[src/rtl/pc_fetch_ctrl.sv]
// Fetch-stage PC generator: prioritised next-PC select (reset, exception, redirect,
// stall, RAS return prediction, sequential) plus EPC capture and a circular return-address stack.
module pc_fetch_ctrl #(
   parameter int          N         = 32,
   parameter logic [N-1:0] RESET_VEC = 32'h003F_FFFC,
   parameter logic [N-1:0] EXC_VEC   = 32'h8000_0180,
   parameter int          STEP      = 4,
   parameter int          RAS_DEPTH = 4
) (
   input  logic                         clock,
   input  logic                         reset,
   input  logic                         stall,
   input  logic                         exc_valid,
   input  logic                         redirect_valid,
   input  logic [N-1:0]                 redirect_target,
   input  logic                         call_push,
   input  logic [N-1:0]                 call_ret_addr,
   input  logic                         ret_pop,
   output logic [N-1:0]                 pc_out,
   output logic                         pc_valid,
   output logic [N-1:0]                 epc,
   output logic [$clog2(RAS_DEPTH):0]   ras_count,
   output logic                         ras_full,
   output logic                         ras_empty
);

   localparam int PW = $clog2(RAS_DEPTH);
   localparam int CW = PW + 1;

   logic [N-1:0]  pc_q, pc_d;
   logic          valid_q;
   logic [N-1:0]  epc_q, epc_d;
   logic [N-1:0]  ras_q [RAS_DEPTH];
   logic [N-1:0]  ras_d [RAS_DEPTH];
   logic [PW-1:0] ptr_q, ptr_d, ptr_inc;
   logic [CW-1:0] cnt_q, cnt_d;
   logic          empty, full;

   assign empty   = (cnt_q == '0);
   assign full    = (cnt_q == CW'(RAS_DEPTH));
   assign ptr_inc = ptr_q + PW'(1);

   always_comb begin
      pc_d  = pc_q;
      epc_d = epc_q;
      ras_d = ras_q;
      ptr_d = ptr_q;
      cnt_d = cnt_q;
      if (exc_valid) begin
         pc_d  = EXC_VEC;
         epc_d = pc_q;
         ptr_d = '0;
         cnt_d = '0;
      end else if (redirect_valid) begin
         pc_d = redirect_target & ~N'(3);
      end else if (!stall) begin
         if (ret_pop && !empty) begin
            pc_d = ras_q[ptr_q];
            // Call+return together: replace the top in place, depth unchanged.
            if (call_push) begin
               ras_d[ptr_q] = call_ret_addr;
            end else begin
               ptr_d = ptr_q - PW'(1);
               cnt_d = cnt_q - CW'(1);
            end
         end else begin
            pc_d = pc_q + N'(STEP);
            if (call_push) begin
               ras_d[ptr_inc] = call_ret_addr;
               ptr_d          = ptr_inc;
               if (!full) cnt_d = cnt_q + CW'(1);
            end
         end
      end
   end

   always_ff @(posedge clock) begin
      if (reset) begin
         pc_q    <= RESET_VEC;
         valid_q <= 1'b0;
         epc_q   <= '0;
         ptr_q   <= '0;
         cnt_q   <= '0;
         for (int i = 0; i < RAS_DEPTH; i++) ras_q[i] <= '0;
      end else begin
         pc_q    <= pc_d;
         valid_q <= 1'b1;
         epc_q   <= epc_d;
         ptr_q   <= ptr_d;
         cnt_q   <= cnt_d;
         ras_q   <= ras_d;
      end
   end

   assign pc_out    = pc_q;
   assign pc_valid  = valid_q;
   assign epc       = epc_q;
   assign ras_count = cnt_q;
   assign ras_full  = full;
   assign ras_empty = empty;

endmodule

[config.mk]
export PLATFORM = sky130hd
export DESIGN_NAME = pc_fetch_ctrl
export DESIGN_NICKNAME = d
export VERILOG_FILES = /design/src/rtl/pc_fetch_ctrl.sv
export SDC_FILE = /design/constraint.sdc
export NUM_CORES = 1
export LEC_CHECK = 0
export BUFFER_PORTS_ARGS = -buffer_cell sky130_fd_sc_hd__buf_2
export CORE_MARGIN = 2
export CORE_UTILIZATION = 55
export CTS_CLUSTER_DIAMETER = 150
export DETAILED_ROUTE_END_ITERATION = 10
export GPL_TIMING_DRIVEN = 0
export HOLD_SLACK_MARGIN = 0.02
export PLACE_DENSITY = 0.75
export SLEW_MARGIN = 20
export SYNTH_ARGS = -nofsm -noshare
export SYNTH_HDL_FRONTEND = slang
export SYNTH_SLANG_ARGS = --single-unit
export TNS_END_PERCENT = 1
[constraint.sdc]
create_clock -name clock -period 5.6 [get_ports clock]
set_clock_uncertainty 0.15 [all_clocks]
set_input_delay 0.56 -clock clock [delete_from_list [all_inputs] [get_ports clock]]
set_output_delay 0.56 -clock clock [all_outputs]
set_load 0.005 [all_outputs]
# [Word level (Yosys, flattened, before mapping)]
# Index checks and enable logic that the tools add are counted.
[op_classes] multipliers=0 n_shift=0 eq_ne=5 reduce_logical=11 n_lt_le_gt_ge=4 div_mod_pow=0 addsub=5 mux=24 bitwise=5
[ops] operator="128-bit two-way mux" count=3
[ops] operator="128-bit bitwise mux" count=2
[ops] operator="32-bit two-way mux" count=8
[ops] operator="32-bit demux with 2-bit select" count=2
[ops] operator="32-bit binary-select mux with 2-bit select" count=1
[ops] operator="32-bit by 3-bit adder with 32-bit output (second input constant)" count=1
[ops] operator="3-bit two-way mux" count=4
[ops] operator="4-bit AND reduction" count=2
[ops] operator="3-bit >= comparator (second input constant)" count=2
[ops] operator="3-bit by 1-bit less-than comparator with 1-bit output (second input constant)" count=2
[ops] operator="2-bit two-way mux" count=3
[ops] operator="2-bit NOT with 3-bit output" count=2
[ops] operator="5-bit AND reduction" count=1
[ops] operator="2-bit by 1-bit != test with 1-bit output (second input constant)" count=2
[ops] operator="3-bit by 1-bit adder with 3-bit output (second input constant)" count=1
[ops] operator="3-bit equality test (second input constant)" count=1
[ops] operator="1-bit logical AND" count=3
[ops] operator="3-bit logical NOT" count=1
[ops] operator="3-bit by 1-bit != test with 1-bit output (second input constant)" count=1
[ops] operator="1-bit NOT" count=3
[ops] operator="3-bit OR reduction" count=1
[ops] operator="3-bit by 1-bit subtractor with 3-bit output (second input constant)" count=1
[ops] operator="2-bit by 1-bit adder with 2-bit output (second input constant)" count=1
[ops] operator="2-bit != test (second input constant)" count=1
[ops] operator="5 further kinds" count=5
[word_totals] out_inout_bits=70 mem_bits_ro=0 register_bits=198 inputBits=71 wordCells=65 memories=0 latch_bits=0 mem_bits_rw=0

# [Longest topological paths before layout]
[depth] ltp_word=9 mapped_depth=10 ltp_nobuf=7

# [Worst setup path after synthesis]
# No wires, ideal clock.
[synth_timing] path_kind="input -> register" startpoint="input ret_pop" endpoint="register cnt_q[2], in the netlist ras_count[2]" n_path_buf=2 t_arrival_ps=2004 setup_time_ps=129 cell_stages=9 t_required_ps=5321 slack_ps=3317 cell_sequence="o31a_2 > inv_2 > buf_2 > buf_2 > ha_1 > a311oi_1 > nand2_1 > xor2_1 > nor2_1"
[synth_via] elab_chain_cells=3 elab_cells_between_ends=6 cone_classes="eq/ne: 2; mux: 1; reduce/logical: 3"
[synth_rtl] item="start, declared" line="18" text="input logic ret_pop,"
[synth_rtl] item="1-bit logical AND (*)" line="57" text="if (ret_pop && !empty) begin"
[synth_rtl] item="2-bit by 1-bit != test with 1-bit output (no line), or another cell as far along"
[synth_rtl] item="5-bit AND reduction (no line)"
[synth_rtl] item="end signal, assigned" line="90" text="cnt_q <= cnt_d;"
[synth_rtl] item="end, declared" line="36" text="logic [CW-1:0] cnt_q, cnt_d;"
# Every way passes the cells marked *; elsewhere a longest branch is shown, timed or not.
# A chain may end at the register's enable or synchronous reset.

# [Worst setup path in the final report]
[layout_timing] startpoint="register ptr_q[1]" endpoint="register ras_q[66] in the netlist's numbering"
[layout_via] elab_chain_cells=9 elab_cells_between_ends=18 cone_classes="add/sub: 1; order compare: 4; mux: 9; bitwise: 2; reduce/logical: 2"
[layout_rtl] item="start, declared" line="35" text="logic [PW-1:0] ptr_q, ptr_d, ptr_inc;"
[layout_rtl] item="start signal, assigned" line="89" text="ptr_q <= ptr_d;"
[layout_rtl] item="2-bit by 1-bit adder with 2-bit output" line="41" text="assign ptr_inc = ptr_q + PW'(1);"
[layout_rtl] item="2-bit NOT with 3-bit output (implied by the code)" line="69" text="ras_d[ptr_inc] = call_ret_addr;"
[layout_rtl] item="3-bit >= comparator (implied by the code) / 3-bit by 1-bit less-than comparator with 1-bit output (equally long branches)" line="69"
[layout_rtl] item="1-bit logical AND (implied by the code)" line="69"
[layout_rtl] item="32-bit two-way mux (implied by the code)" line="69"
[layout_rtl] item="32-bit demux with 2-bit select" line="69"
[layout_rtl] item="128-bit bitwise mux" line="69"
[layout_rtl] item="128-bit two-way mux" line="68" text="if (call_push) begin"
[layout_rtl] item="128-bit two-way mux (*)" line="57"
[layout_rtl] item="end signal, assigned" line="91" text="ras_q <= ras_d;"
[layout_rtl] item="end, declared" line="33" text="logic [N-1:0] ras_q [RAS_DEPTH];"
# Every way passes the cells marked *; elsewhere a longest branch is shown, timed or not. The select of a mux whose other input is x is not followed.

==> run metrics <==
status=finished, final reports clean; # nets final=1292; Synth Area in Simple Gates=around a fifth; H-tree lvl count=4; RSZ-0062 raised after global routing=no; Required @ worst endpoint=~5.8 ns; Setup Buffers After CTS=0; DRC viols=0; Post-Syn Area=about 9000 um2; Internal Power=between 2 and 2.5 mW; f_max=0.330 GHz; CTS tree=built; Worst Tran Pin Value=just under 0.8 ns; Min-Delay Path Class=in -> reg; vias in the first global route=7943; hold endpoint=pc_out[7]; CTS Hold Bufs=0; Adder-Cell Fraction of Synth Area=1.34%; post-synthesis mux area share=about an eighth; clk_lat worst skew=about 0.44 ns; Overflow after GRT=0; Max rail drop VDD=around 0.22 mV; Synth async-reset ratio=0%; period utilization=a little over half; WP data arrival=3.25 ns; Compound-Gate Fraction of Synth Area=between 10% and 20%; Synth Area in XOR/XNOR=roughly 2.8%; pre-CTS setup slack=2.59 ns; share of layout cells above drive strength 1=around a fifth; pin count of the biggest net entering global routing=19; initial core utilization=a little under three fifths; largest family of logic cells by synthesized area=simple AND/OR/NAND/NOR gates; TritonRoute pass-1 iters=5; WS Path Type=reg -> reg; Leak=around 4 nW; synthesized instance count=roughly 1100; combinational share of power=8.4%; Clk pwr share=around 43%; first-pass GRT wire length=between 40000 and 50000 um; initial drt markers=about 1000; synthesis-to-layout area growth=17.7%; Die X=131 um; ANT cells=0; slew margin rel.=a little under half; GP Congestion=roughly 0.94; R2R Setup Slk=2.57 ns; Final Max Slew Viols=0; root buf cell=clkbuf_16; CTS sink cnt=198; Top-Level Pins=around 140; FP Rows=between 40 and 50; Unique masters post-synth=49; Post-Layout Cell Count=1441; pwr dens=290 nW/um2; clk slew on worst S/H paths=0.07 ns; Ys Warns=0; Worst R2R Path Depth=10; Sw Pwr=slightly below 0.8 mW; Tmin final=between 3 and 4 ns; Flop pwr share=between 40% and 50%; post-route setup slack=between 2 and 3 ns; Final ANT Viol Nets=0; Die Y-Extent=about 130 um; average cell area after synthesis=about 8.4 um2; sequential share of the synthesized area=44.4%; Die Footprint=17300 um2; sw frac=around 25%; HPWL Detailed=approximately 19000 um; vias=between 8000 and 9000; Port Buffers=~140; Worst Setup Start Kind=flop; Synth Net Count=approximately 1100; Final Hold Vio Count=0; Total Routing Usage GR=slightly above 30%; hold_sp=redirect_target[7]; CTS Buf Count=17; final setup fails=0; initial antenna violation count=0; FF+latch count, synth=between 150 and 200; Synth Flop Type=dfxtp_1; Post-synth EDFFs=0; critical path capture point type=flop; worst reg2reg path endpoint=ras_q[66]; post-route setup TNS=0 ns; DR WL/cell=18.4 um; Placed Instances=approximately 1400; critical path peak fanout=10; Worst R2R Start=ptr_q[1]; clock buffer depth=2; drt total wl=approximately 26000 um; Cells on Worst Hold Path=3; max_cap viols=0; area of the core=about 16000 um2; PostCTS Resize Cnt=0; Vias/cell=5.86
metal layers:
metal | share of wire (%) | global-route usage, % | vias up
met3 | 8.6 | 5.09 | 55
met5 | 0 | 0 | -
li1 | - | - | 3966
met2 | 48 | 49.3 | 428
met1 | 41 | 40.9 | 3989
met4 | 2.5 | 11.6 | 0
critical path: stages (launching register included):
cell and delay, ns:
dfxtp_1 0.36, buf_2 0.28, buf_2 0.37, buf_2 0.34, inv_1 0.15, ha_1 0.21, nand2_1 0.08, a21o_1 0.21
clkbuf_1 0.51, nand2_1 0.13, a21oi_1 0.16
per-stage QoR:
| step | power [mW] | area, um2 | util (%) | hold slack [ns] |
|---|---|---|---|---|
| final | 3.05 | 10500 | 66.2 | 0.206 |
| after global routing | 3.13 | 10500 | 66.2 | 0.215 |
| after CTS | 3.05 | 10500 | 66.2 | 0.199 |
| after detailed placement | 1.76 | 9880 | 62.2 | 0.295 |
| after global placement | 1.76 | 9880 | 62.2 | 0.289 |
| after floorplan | 1.65 | 8930 | - | 0.283 |
final cells by class:
cell class | count | area, um2
clock buffers | 18 | 439
repair buffers | 136 | 681
well taps | 216 | 270
plain buffers | 76 | 322
multi-input cells | 768 | 4590
inverters | 15 | 56.3
flip-flops and latches | 198 | 3960
clock inverters | 14 | 189
fillers | 1390 | 5380
state kept, by name, indices dropped and copies added, names as in the netlist:
register   flops
ras_q        128
epc           32
pc_out        32
ras_count      3
ptr_q          2
pc_valid       1
layout by cell type, fill, tap and decap left out, types with 2 or more instances in the layout:
master,count
nand2_1,304
dfxtp_1,198
buf_2,156
a21oi_1,156
nor2_1,50
clkbuf_1,44
nand3_1,41
mux2i_1,36
mux4_2,32
xor2_1,17
clkbuf_16,17
a221oi_1,14
inv_1,12
xnor2_1,12
o21ai_0,11
o21ai_1,11
buf_1,9
ha_1,8
and3_1,7
nor3_1,7
and4_1,6
o221ai_1,6
nand4_1,6
a311oi_1,5
or3_1,4
a21o_1,4
o22ai_1,4
clkinvlp_4,4
buf_4,3
o2111ai_1,3
o31ai_1,3
a31oi_1,3
inv_8,3
inv_6,3
bufinv_16,3
clkinv_1,2
or2_2,2
synthesized netlist by cell type (all sizes together), types with 4 or more instances:
cell	count	share of area, %
ha	8	1.1
o21ai	22	1.2
buf	32	1.8
nor2	51	2.2
a221oi	15	1.5
mux2i	36	4.0
o22ai	4	0.28
a21o	4	0.34
nor3	7	0.39
a21oi	156	8.7
mux4	32	8.1
dfxtp	198	44
nand2	305	13
and3	7	0.49
o221ai	6	0.59
inv	13	0.55
or3	4	0.28
xnor2	12	1.2
xor2	17	1.7
nand3	41	2.3
nand4	7	0.66
a311oi	5	0.49
and4	6	0.59
clkbuf	44	1.8
logic make-up (layout without fill, tap and decap cells):
group                    count (synthesis)  in the layout
XOR/XNOR                                29             29
AND/OR/NAND/NOR                        435            435
buffers and inverters                   91            259
multiplexers                            68             68
AO/OA/AOI/OAI                          227            227
adder cells (fa/ha/maj)                  9              9
flip-flops                             198            198
power groups by stage:
stage | Combinational [mW] | Sequential (mW) | Clock (mW)
finish | 0.257 | 1.48 | 1.31
detailed placement | 0.251 | 1.51 | 0
floorplan | 0.141 | 1.50 | 0
global route | 0.278 | 1.48 | 1.37
CTS | 0.253 | 1.48 | 1.32
global placement | 0.249 | 1.51 | 0
how the worst max path moves through the flow:
stage	startpoint	to	cells after the start
global placement	ptr_q[1]	ras_q[53]	10
CTS	ptr_q[1]	ras_q[103]	10
floorplan	ret_pop	ras_count[2]	9
global route	ptr_q[1]	ras_q[60]	10
detailed placement	ptr_q[1]	ras_q[97]	10
finish	ptr_q[1]	ras_q[66]	10
(Power assumes the default switching activity.)
